`src/rtl/dsp_pkg.sv`:
```
// Shared DSP-chain constants: ADC/FFT geometry and default band-window bins.
package dsp_pkg;
  localparam int ADC_DATLEN    = 12;
  localparam int FFT_VLEN      = 16;
  localparam int FFT_VLEN_LOG2 = 4;
  localparam int BAND_A_LO     = 3;   // 730 nm source
  localparam int BAND_A_HI     = 4;
  localparam int BAND_B_LO     = 6;   // 850 nm source
  localparam int BAND_B_HI     = 7;

  // An inverted window (lo > hi) never matches, so that band reports 0.
  function automatic logic in_window(input int bin, input int lo, input int hi);
    return (bin >= lo) && (bin <= hi);
  endfunction
endpackage

```
`src/rtl/chan_peak_acc.sv`:
```
// One channel's bin counter, band A/B peak accumulators and error flag.
// Results include the current sample and are valid while frame_done_o is high.
module chan_peak_acc
  import dsp_pkg::*;
#(
  parameter int DATA_W    = ADC_DATLEN,
  parameter int VLEN      = FFT_VLEN,
  parameter int VLEN_LOG2 = FFT_VLEN_LOG2,
  parameter int A_LO      = BAND_A_LO,
  parameter int A_HI      = BAND_A_HI,
  parameter int B_LO      = BAND_B_LO,
  parameter int B_HI      = BAND_B_HI
) (
  input  logic              clk,
  input  logic              rst_n,
  input  logic              sample_i,
  input  logic [DATA_W-1:0] data_i,
  input  logic              err_i,
  output logic              frame_done_o,
  output logic [DATA_W-1:0] max_a_o,
  output logic [DATA_W-1:0] max_b_o,
  output logic              err_o
);
  logic [VLEN_LOG2-1:0] cnt_q, cnt_d;
  logic [DATA_W-1:0]    acc_a_q, acc_a_d, acc_b_q, acc_b_d;
  logic                 err_q, err_d;
  logic                 hit_a, hit_b, last;

  always_comb begin
    hit_a        = in_window(int'(cnt_q), A_LO, A_HI);
    hit_b        = in_window(int'(cnt_q), B_LO, B_HI);
    last         = (cnt_q == VLEN_LOG2'(VLEN - 1));
    max_a_o      = (hit_a && (data_i > acc_a_q)) ? data_i : acc_a_q;
    max_b_o      = (hit_b && (data_i > acc_b_q)) ? data_i : acc_b_q;
    err_o        = err_q | err_i;
    frame_done_o = sample_i && last;

    cnt_d   = cnt_q;
    acc_a_d = acc_a_q;
    acc_b_d = acc_b_q;
    err_d   = err_q;
    if (sample_i) begin
      if (last) begin
        cnt_d   = '0;
        acc_a_d = '0;
        acc_b_d = '0;
        err_d   = 1'b0;
      end else begin
        cnt_d   = cnt_q + 1'b1;
        acc_a_d = max_a_o;
        acc_b_d = max_b_o;
        err_d   = err_o;
      end
    end
  end

  always_ff @(posedge clk or negedge rst_n) begin
    if (!rst_n) begin
      cnt_q   <= '0;
      acc_a_q <= '0;
      acc_b_q <= '0;
      err_q   <= 1'b0;
    end else begin
      cnt_q   <= cnt_d;
      acc_a_q <= acc_a_d;
      acc_b_q <= acc_b_d;
      err_q   <= err_d;
    end
  end
endmodule

```
`src/rtl/band_peak_tracker.sv`:
```
// Multi-channel band peak detector: demuxes interleaved FFT bins to per-channel
// accumulators and holds one frame result behind a valid/ready handshake.
module band_peak_tracker
  import dsp_pkg::*;
#(
  parameter int DATA_W    = ADC_DATLEN,
  parameter int VLEN      = FFT_VLEN,
  parameter int VLEN_LOG2 = FFT_VLEN_LOG2,
  parameter int CHANNELS  = 2,
  parameter int CH_W      = 1,
  parameter int A_LO      = BAND_A_LO,
  parameter int A_HI      = BAND_A_HI,
  parameter int B_LO      = BAND_B_LO,
  parameter int B_HI      = BAND_B_HI
) (
  input  logic              clk,
  input  logic              rst_n,
  input  logic              in_valid,
  input  logic [CH_W-1:0]   in_chan,
  input  logic [DATA_W-1:0] in_data,
  input  logic              in_err,
  output logic              out_valid,
  input  logic              out_ready,
  output logic [CH_W-1:0]   out_chan,
  output logic [DATA_W-1:0] out_max_a,
  output logic [DATA_W-1:0] out_max_b,
  output logic              out_err,
  output logic              overrun
);
  logic                             in_ok;
  logic [CHANNELS-1:0]              ch_done, ch_err;
  logic [CHANNELS-1:0][DATA_W-1:0]  ch_max_a, ch_max_b;

  logic                             any_done, sel_err;
  logic [CH_W-1:0]                  sel_chan;
  logic [DATA_W-1:0]                sel_a, sel_b;

  logic                             out_valid_q, out_valid_d, out_err_q, overrun_q, overrun_d;
  logic [CH_W-1:0]                  out_chan_q;
  logic [DATA_W-1:0]                out_max_a_q, out_max_b_q;

  // Out-of-range channel indices are dropped before reaching any accumulator.
  assign in_ok = in_valid && (int'(in_chan) < CHANNELS);

  for (genvar g = 0; g < CHANNELS; g++) begin : g_ch
    chan_peak_acc #(
      .DATA_W(DATA_W), .VLEN(VLEN), .VLEN_LOG2(VLEN_LOG2),
      .A_LO(A_LO), .A_HI(A_HI), .B_LO(B_LO), .B_HI(B_HI)
    ) u_acc (
      .clk          (clk),
      .rst_n        (rst_n),
      .sample_i     (in_ok && (in_chan == CH_W'(g))),
      .data_i       (in_data),
      .err_i        (in_err),
      .frame_done_o (ch_done[g]),
      .max_a_o      (ch_max_a[g]),
      .max_b_o      (ch_max_b[g]),
      .err_o        (ch_err[g])
    );
  end

  // At most one channel can finish per cycle, so a plain select suffices.
  always_comb begin
    any_done = |ch_done;
    sel_chan = '0;
    sel_a    = '0;
    sel_b    = '0;
    sel_err  = 1'b0;
    for (int c = 0; c < CHANNELS; c++) begin
      if (ch_done[c]) begin
        sel_chan = CH_W'(c);
        sel_a    = ch_max_a[c];
        sel_b    = ch_max_b[c];
        sel_err  = ch_err[c];
      end
    end

    out_valid_d = out_valid_q;
    if (any_done)                      out_valid_d = 1'b1;
    else if (out_valid_q && out_ready) out_valid_d = 1'b0;
    overrun_d = overrun_q | (any_done && out_valid_q && !out_ready);
  end

  always_ff @(posedge clk or negedge rst_n) begin
    if (!rst_n) begin
      out_valid_q <= 1'b0;
      out_chan_q  <= '0;
      out_max_a_q <= '0;
      out_max_b_q <= '0;
      out_err_q   <= 1'b0;
      overrun_q   <= 1'b0;
    end else begin
      out_valid_q <= out_valid_d;
      overrun_q   <= overrun_d;
      if (any_done) begin
        out_chan_q  <= sel_chan;
        out_max_a_q <= sel_a;
        out_max_b_q <= sel_b;
        out_err_q   <= sel_err;
      end
    end
  end

  assign out_valid = out_valid_q;
  assign out_chan  = out_chan_q;
  assign out_max_a = out_max_a_q;
  assign out_max_b = out_max_b_q;
  assign out_err   = out_err_q;
  assign overrun   = overrun_q;
endmodule
```
`config.mk`:
```
export PLATFORM = sky130hd
export DESIGN_NAME = band_peak_tracker
export DESIGN_NICKNAME = d
export VERILOG_FILES = /design/src/rtl/dsp_pkg.sv /design/src/rtl/chan_peak_acc.sv /design/src/rtl/band_peak_tracker.sv
export SDC_FILE = /design/constraint.sdc
export NUM_CORES = 1
export LEC_CHECK = 0
export BUFFER_PORTS_ARGS = -buffer_cell sky130_fd_sc_hd__buf_4
export CORE_MARGIN = 5
export CORE_UTILIZATION = 50
export CTS_CLUSTER_SIZE = 10
export DETAILED_ROUTE_END_ITERATION = 8
export HOLD_SLACK_MARGIN = 0.08
export PLACE_DENSITY = 0.69
export SYNTH_ARGS = -nofsm -noshare
export SYNTH_HDL_FRONTEND = slang
export SYNTH_SLANG_ARGS = --single-unit
```
`constraint.sdc`:
```
create_clock -name clk -period 2.3 [get_ports clk]
set_input_delay 0.115 -clock clk [delete_from_list [all_inputs] [get_ports clk]]
set_output_delay 0.115 -clock clk [all_outputs]
set_load 0.05 [all_outputs]
```
==> results by group, run 1 <==
Outcome
  • Status: finished clean

Synthesis
  • Post-synthesis mux area share: 0.00367
  • Synth Area in Simple Gates: 0.160
  • Seq cells post-synth: 86
  • Xor/xnor share of the synthesized area: 0.00321
  • Post-Synth Adder-Cell Area: 0.119
  • Cells after Synth: 592
  • Post-synthesis sequential area ratio: 0.395
  • Mapped cell area: 5450 um2
  • Mapped Avg Cell Area: 9.21 um2
  • Post-synthesis compound-gate area fraction: 0.253
  • Syn_nets: 662
  • Synth cell types: 35
  • Main combinational cell family by area after synthesis: compound AO/OA/AOI/OAI gates
  • Yosys Warn Count: 0

STA
  • Slew HR: 0.470
  • Least-Margin Pin Slew: 0.792 ns
  • Worst clock skew: 0.0126 ns
  • Minimum clock period: 2.22 ns
  • Post-route setup slack: 0.0759 ns
  • Final TNS setup: 0 ns
  • Hold Vio Cnt, Final: 0
  • Crit share post-route: 0.967
  • Final Max Slew Viols: 0
  • Final Setup Violations: 0
  • Maximum clock rate: 450 MHz

Drt
  • DRT iter0 DRCs: 614
  • Via count: 5055
  • DRT Pass-1 Iters: 5
  • Drt wl/cell: 21.0 um
  • Post-route DRC: 0
  • Via/cell ratio: 6.43
  • Routed WL: 16500 um
  • Post-DRT Antenna Nets: 0

Clock tree
  • Setup bufs post-CTS: 0
  • CTS tree: done
  • Clock Tree Buf Depth: 2
  • Clock sink count: 86
  • Worst-path clk slew: 0.09 ns
  • Clock latency on the worst-skew pair: 0.38 ns
  • Clock root buffer: clkbuf_8
  • Num CTS Buffers: 9
  • H-tree depth: 3

Critical path
  • WP buf/inv: 3
  • Slowest cell on crit path: dlygate4sd3_1
  • Cell family with most CP delay: compound AO/OA/AOI/OAI gates
  • Worst-path maximum fanout: 12
  • Setup CP Type: input pin to register
  • Crit path launch type: input pin
  • Critical Path AT: 2.48 ns
  • Worst-path cell chain: dlygate4sd3_1, buf_4, inv_1, ha_1, nor2b_1, o211ai_2, a211oi_2, o311a_2, a221o_1
  • Data required, critical path: 2.56 ns
  • CP Capture Type: register
  • CP peak stage delay: 0.54 ns

Placed design
  • Worst slack at placement: 0.0638 ns
  • Final HPWL DP: 11400 um
  • Final GP Congestion: 0.915
  • PortBufs: 45

Power and ir drop
  • Cell leakage power: 3.03 nW
  • Total power divided by cell area: 1350 nW/um2
  • Peak VDD IR: 985 uV

Cells and area
  • Sequential Area: 2150 um2
  • Nets: 711
  • Antenna cells: 0
  • Layout cells sized above 1: 0.163
  • Area of the multi-input gates: 2960 um2
  • FILL cells: 970
  • Area Growth Syn to Fin: 14.9%

Global routing
  • Vias in the first global route: 4819
  • GR Util All Layers: 0.255
  • Grt total ovfl: 0
  • First-pass GRT wire length: 26000 um
  • Initial antenna violation count: 0
  • Largest net degree at the start of global routing: 46

Floorplanning
  • Io pins: 46
  • Initial Util: 0.507
  • Core Region: 10700 um2
  • Std-Cell Rows: 38
  • Die area: 13100 um2
  • Die extent in y: 114 um
  • Die width: 114 um

Min path
  • Worst hold path class: input pin to register

Job
  • MaxCap Viol Count: 0
[worst reg2reg max path: cells and delay by family, from the launching register on]
kind | cells | cell delay (ns)
adder cells (fa/ha/maj) | 1 | 0.25
AO/OA/AOI/OAI | 4 | 1.17
buffers and inverters | 1 | 0.11
AND/OR/NAND/NOR | 1 | 0.14
flip-flops | 1 | 0.40
[state kept, by name (all words and copies together), names as in the netlist]
| name | flops |
|---|---|
| g_ch.u_acc.acc_b_q | 24 |
| g_ch.u_acc.err_q | 2 |
| out_chan | 1 |
| out_err | 1 |
| out_max_b | 12 |
| g_ch.u_acc.cnt_q | 8 |
| g_ch.u_acc.acc_a_q | 24 |
| out_valid | 1 |
| out_max_a | 12 |
| overrun | 1 |
[path summary, 6_finish.rpt]
kind                                                from                         to  slack (ns)  cells past startpoint
worst max-delay path                          in_data[0]   g_ch[0].u_acc.acc_b_q[9]        0.08                      9
worst min-delay path                          in_data[9]   g_ch[1].u_acc.acc_b_q[9]         0.1                      2
worst max register to register  g_ch[1].u_acc.acc_b_q[1]  g_ch[1].u_acc.acc_b_q[11]        0.10                      7
worst min register to register                  out_chan                   out_chan        0.49                      1
max in group asynchronous                          rst_n   g_ch[1].u_acc.acc_b_q[3]        1.38                      3
min in group asynchronous                          rst_n   g_ch[1].u_acc.acc_a_q[2]        0.27                      2
[synthesized netlist by cell type]
| library cell | number | area, um2 |
|---|---|---|
| a211o_1 | 3 | 26.3 |
| a211oi_1 | 3 | 22.5 |
| a211oi_2 | 1 | 12.5 |
| a21o_1 | 9 | 67.6 |
| a21oi_1 | 20 | 100 |
| a221o_1 | 63 | 631 |
| a22oi_1 | 6 | 45.0 |
| and2_1 | 3 | 18.8 |
| buf_1 | 2 | 7.51 |
| buf_2 | 15 | 75.1 |
| buf_6 | 5 | 56.3 |
| clkbuf_1 | 13 | 48.8 |
| dfrtp_1 | 86 | 2150 |
| ha_1 | 52 | 651 |
| inv_1 | 47 | 176 |
| mux2i_1 | 2 | 20.0 |
| nand2_1 | 70 | 263 |
| nand2b_1 | 2 | 12.5 |
| nand3_1 | 10 | 50.1 |
| nand4_1 | 14 | 87.6 |
| nor2_1 | 56 | 210 |
| nor2_2 | 2 | 12.5 |
| nor2b_1 | 5 | 31.3 |
| nor3_1 | 22 | 110 |
| nor3_2 | 2 | 20.0 |
| nor4_1 | 3 | 18.8 |
| nor4b_2 | 2 | 30.0 |
| o211ai_2 | 4 | 50.1 |
| o21ai_0 | 16 | 80.1 |
| o21bai_1 | 1 | 7.51 |
| o22ai_1 | 44 | 275 |
| o311a_1 | 4 | 40.0 |
| o32a_1 | 2 | 20.0 |
| or2_2 | 1 | 6.26 |
| xnor2_1 | 2 | 17.5 |
[routing by layer]
metal | wire [um] | GRT usage | vias up
li1 | - | - | 2319
met1 | 7030 | 0.345 | 2482
met2 | 7670 | 0.404 | 218
met3 | 1220 | 0.0481 | 36
met4 | 557 | 0.103 | 0
met5 | 0 | 0 | -
[final cells by class]
type	count	share of cell area
tap	140	0.0280
inverter	47	0.0282
multi-input combinational	424	0.472
clock inverter	5	0.0130
sequential	86	0.343
clock buffer	11	0.0242
timing repair buffer	73	0.0915
[cells by family (layout without fill, tap and decap cells)]
logic type,count (synthesis),in the layout
compound gates,176,176
xor+xnor,2,2
mux,2,2
fa+ha+maj,52,52
simple gates,192,192
flops,86,86
buf+inv,82,136
[power breakdown]
group / leakage, nW / switching [mW] / internal [mW] / total, mW
Clock: 0.116 / 0.578 / 0.671 / 1.25
Combinational: 1.86 / 2.68 / 1.72 / 4.40
Sequential: 1.05 / 0.583 / 2.20 / 2.79
Total: 3.03 / 3.84 / 4.60 / 8.44
[metrics by stage]
step	instance area (um2)	hold slack [ns]	cells	util	power, mW
floorplan	5450	-0.181	592	-	5.85
finish	6270	0.0983	786	0.583	8.44
global route	6270	0.0897	786	0.583	9.01
CTS	6250	0.0814	786	0.582	8.40
global placement	5970	0.140	765	0.555	6.96
detailed placement	5970	0.145	765	0.555	7.13
[cell usage in the layout, fill, tap and decap left out, types with 2 or more instances in the layout]
cell type and instances:
o211ai_2 4, dlygate4sd3_1 5, buf_4 67, bufinv_16 2, xnor2_1 2, o311a_2 4
a21oi_1 20, a22oi_1 6, o32a_1 2, nor2_2 5, ha_1 52, a21o_1 9
nor2b_1 4, nand2b_1 2, nand3_1 10, nor4_1 3, dfrtp_1 86, nand2_1 70
o21ai_0 16, a211oi_1 2, inv_1 47, o22ai_1 44, nor3_2 2, a211oi_2 2
nor4b_2 2, mux2i_1 2, nor3_1 22, clkbuf_8 11, nor2_1 53, nand4_1 14
a221o_1 63, a211o_1 3, and2_1 3
[what timing repair did]
action	4_1_cts	5_1_grt
endpoints found under the setup margin	0	41
gates resized for setup	0	8
hold endpoints to repair	54	0
hold buffers	5	0
(Power assumes the default switching activity.)
==> inputs of run 2 (changes only) <==
PLACE_DENSITY = 0.71   (was 0.69)
clock period = 1.9 ns   (was 2.3 ns; I/O delays follow)
==> run 2 against run 1 <==
  * The flow now finishes with violations (setup timing)
  * Global-route usage increased by 4.4 points
  * Via count increased by 15%
  * Core utilization increased by 15 points
  * Register-to-register slack got worse by 0.32 ns
  * Sequential power increased by 19%
  * Cell area increased by 26%
==> results by group, run 2 (synthesized netlist as in run 1, its figures left out) <==
Power and ir drop
  • Combinational power share: 0.637 (was 0.521)
  • Int Power: 7.11 mW (was 4.60 mW)
  • Power Total: 12.9 mW (was 8.44 mW)
  • Cell leakage power: 3.62 nW (was 3.03 nW)
  • Sequential Power Share: 0.257 (was 0.330)
  • Clock share of power: 0.106 (was 0.148)
  • Peak VDD IR: 1130 uV (was 985 uV)
  • Net Sw Frac: 0.449 (was 0.455)
  • Net Switching: 5.79 mW (was 3.84 mW)
  • Total power divided by cell area: 1630 nW/um2 (was 1350 nW/um2)

STA
  • Worst clock skew: 0.0141 ns (was 0.0126 ns)
  • Least-Margin Pin Slew: 0.435 ns (was 0.792 ns)
  • Maximum clock rate: 472 MHz
  • Final Max Slew Viols: 0 (unchanged)
  • Post-route setup slack: -0.217 ns (was 0.0759 ns)
  • Minimum clock period: 2.12 ns
  • Slew HR: 0.709 (was 0.470)
  • Final TNS setup: -6.43 ns (was 0 ns)
  • Final Setup Violations: 48 (was 0)
  • Hold Vio Cnt, Final: 0 (unchanged)
  • Crit share post-route: 1.11
  • RSZ-0062 raised after global routing: true

Clock tree
  • H-tree depth: 3 (unchanged)
  • Clock sink count: 86 (unchanged)
  • Clock root buffer: clkbuf_8 (unchanged)
  • Clock Tree Buf Depth: 2 (unchanged)
  • Worst-path clk slew: 0.10 ns (was 0.09 ns)
  • Num CTS Buffers: 9 (unchanged)
  • CTS tree: done (unchanged)
  • Clock latency on the worst-skew pair: 0.37 ns (was 0.38 ns)

Outcome
  • Status: finished, violations left (was finished clean)
  • Violations in the final reports: setup timing

Drt
  • Routed WL: 19800 um (was 16500 um)
  • Drt wl/cell: 21.9 um (was 21.0 um)
  • DRT Pass-1 Iters: 5 (unchanged)
  • DRT iter0 DRCs: 497 (was 614)
  • Via/cell ratio: 6.43 (about the same)
  • Post-route DRC: 0 (unchanged)
  • Post-DRT Antenna Nets: 0 (unchanged)
  • Via count: 5810 (was 5055)

Critical path
  • Setup CP Type: register to register (was input pin to register)
  • Worst-path maximum fanout: 7 (was 12)
  • FF-to-FF Start: g_ch[1].u_acc.acc_b_q[7] (was g_ch[1].u_acc.acc_b_q[1])
  • Data required, critical path: 2.15 ns (was 2.56 ns)
  • CP peak stage delay: 0.39 ns (was 0.54 ns)
  • Slowest cell on crit path: dfrtp_1 (was dlygate4sd3_1)
  • Critical Path AT: 2.37 ns (was 2.48 ns)
  • R2r setup slk: -0.22 ns (was 0.10 ns)
  • Worst-path cell chain: inv_2, ha_4, nand4_1, buf_4, a211oi_4, nor2_1, buf_4, a221o_1 (was dlygate4sd3_1, buf_4, inv_1, ha_1, nor2b_1, o211ai_2, a211oi_2, o311a_2, a221o_1)
  • CP Capture Type: register (unchanged)
  • Crit path launch type: register (was input pin)
  • Most frequent CP cell: buf_4
  • Reg2reg path depth: 8 (was 7)
  • FF-to-FF End: g_ch[1].u_acc.acc_b_q[2] (was g_ch[1].u_acc.acc_b_q[11])

Global routing
  • GR Util All Layers: 0.299 (was 0.255)
  • Grt total ovfl: 0 (unchanged)
  • Routing usage on met3: 0.0629 (was 0.0481)
  • Largest net degree at the start of global routing: 42 (was 46)
  • Initial antenna violation count: 0 (unchanged)
  • Vias in the first global route: 5713 (was 4819)
  • Met1 Use GR: 0.388 (was 0.345)
  • Gr busiest metal: met2 (unchanged)
  • Met2 usage in global routing: 0.489 (was 0.404)
  • First-pass GRT wire length: 30300 um (was 26000 um)

Placed design
  • Worst slack at placement: -0.264 ns (was 0.0638 ns)
  • Final HPWL DP: 12400 um (was 11400 um)
  • Final GP Congestion: 0.887 (was 0.915)
  • PortBufs: 45 (unchanged)

Cells and area
  • Most frequent cells in the layout: 170 x buf_4, 86 x dfrtp_1, 70 x nand2_1 (was 86 x dfrtp_1, 70 x nand2_1, 67 x buf_4)
  • Layout cells sized above 1: 0.423 (was 0.163)
  • Antenna cells: 0 (unchanged)
  • Area of the multi-input gates: 3760 um2 (was 2960 um2)
  • Sequential Area: 2150 um2 (unchanged)
  • Commonest non-fill, non-tap cell in the layout: buf_4 (was dfrtp_1)
  • Area Growth Syn to Fin: 45.3% (was 14.9%)
  • FILL cells: 768 (was 970)
  • Largest regs: g_ch.u_acc.acc_a_q (24), g_ch.u_acc.acc_b_q (24) (unchanged)
  • Nets: 829 (was 711)

Floorplanning
  • Io pins: 46 (unchanged)
  • Initial Util: 0.507 (unchanged)
  • Die extent in y: 114 um (unchanged)
  • Core Region: 10700 um2 (unchanged)
  • Die area: 13100 um2 (unchanged)
  • Die width: 114 um (unchanged)
  • Std-Cell Rows: 38 (unchanged)

Min path
  • Cell count of the worst hold path: 2 (unchanged)
  • Worst hold path class: input pin to register (unchanged)
  • Hold Path Origin: in_data[1] (was in_data[9])
  • Hold Path End: g_ch[0].u_acc.acc_a_q[1] (was g_ch[1].u_acc.acc_b_q[9])

Job
  • MaxCap Viol Count: 0 (unchanged)
[run 2: changes by cell type in the layout (fill, tap and decap cells not counted), moves of 8 or more]
cell,delta
ha_1,-33
ha_4,+32
o22ai_1,-9
o311a_4,+8
a21oi_2,+10
inv_1,-27
buf_4,+103
a21oi_1,-13
o22ai_2,+9
buf_6,+10
inv_2,+27
[run 2: per-stage QoR]
stage / cell area [um2] / util / hold WS [ns] / instances
5_1_grt: 7920 / 0.737 / 0.0941 / 904
4_1_cts: 7660 / 0.713 / 0.0878 / 889
6_report: 7920 / 0.737 / 0.102 / 904
3_3_place_gp: 6690 / 0.622 / -0.0233 / 843
3_5_place_dp: 6690 / 0.622 / -0.0235 / 843
2_1_floorplan: 5600 / - / -0.201 / 592
[run 2: final cells by class]
cell class              instances  area share
multi-input cells             430       0.475
clock buffers                  10      0.0174
flip-flops and latches         86       0.272
inverters                      47      0.0223
clock inverters                 6     0.00774
well taps                     140      0.0221
repair buffers                185       0.184
[run 2: what timing repair did]
| action | CTS | global route |
|---|---|---|
| gates cloned | 10 | 1 |
| setup endpoints to repair | 48 | 65 |
| hold buffers | 3 | 0 |
| gates resized for setup | 92 | 31 |
| pin swaps | 56 | 46 |
| endpoints found under the hold margin | 91 | 0 |
| buffers inserted | 18 | 14 |
[run 2: power by group through the flow]
| stage | Sequential [mW] | Combinational [mW] | Clock [mW] |
|---|---|---|---|
| global placement | 3.23 | 6.34 | 0 |
| detailed placement | 3.26 | 6.57 | 0 |
| global route | 3.41 | 8.74 | 1.46 |
| floorplan | 4.07 | 3.23 | 0 |
| finish | 3.32 | 8.21 | 1.36 |
| CTS | 3.28 | 7.60 | 1.38 |
[run 2: per-layer routing]
layer,up-vias,share of wire,wire [um]
li1,2572,-,-
met5,-,0,0
met4,0,0.042,835
met1,2824,0.39,7640
met3,67,0.093,1850
met2,347,0.48,9510
[run 2: worst max path at each step]
stage	start	endpoint	slack [ns]	depth (start not counted)
final	g_ch[1].u_acc.acc_b_q[7]	g_ch[1].u_acc.acc_b_q[2]	-0.22	8
after global routing	g_ch[1].u_acc.acc_b_q[7]	g_ch[1].u_acc.acc_b_q[8]	-0.26	8
after CTS	g_ch[1].u_acc.acc_b_q[10]	g_ch[1].u_acc.acc_b_q[8]	-0.10	8
after detailed placement	g_ch[0].u_acc.acc_b_q[1]	g_ch[0].u_acc.acc_b_q[6]	-0.26	8
after global placement	g_ch[0].u_acc.acc_b_q[1]	g_ch[0].u_acc.acc_b_q[5]	-0.22	8
after floorplan	g_ch[0].u_acc.acc_a_q[5]	g_ch[0].u_acc.acc_a_q[1]	-0.04	8
[run 2: critical path: cells and delay by family, from the launching register on]
| kind | cells | cell delay [ns] |
|---|---|---|
| compound gates | 2 | 0.60 |
| buf+inv | 3 | 0.45 |
| flops | 1 | 0.39 |
| fa+ha+maj | 1 | 0.28 |
| simple gates | 2 | 0.28 |
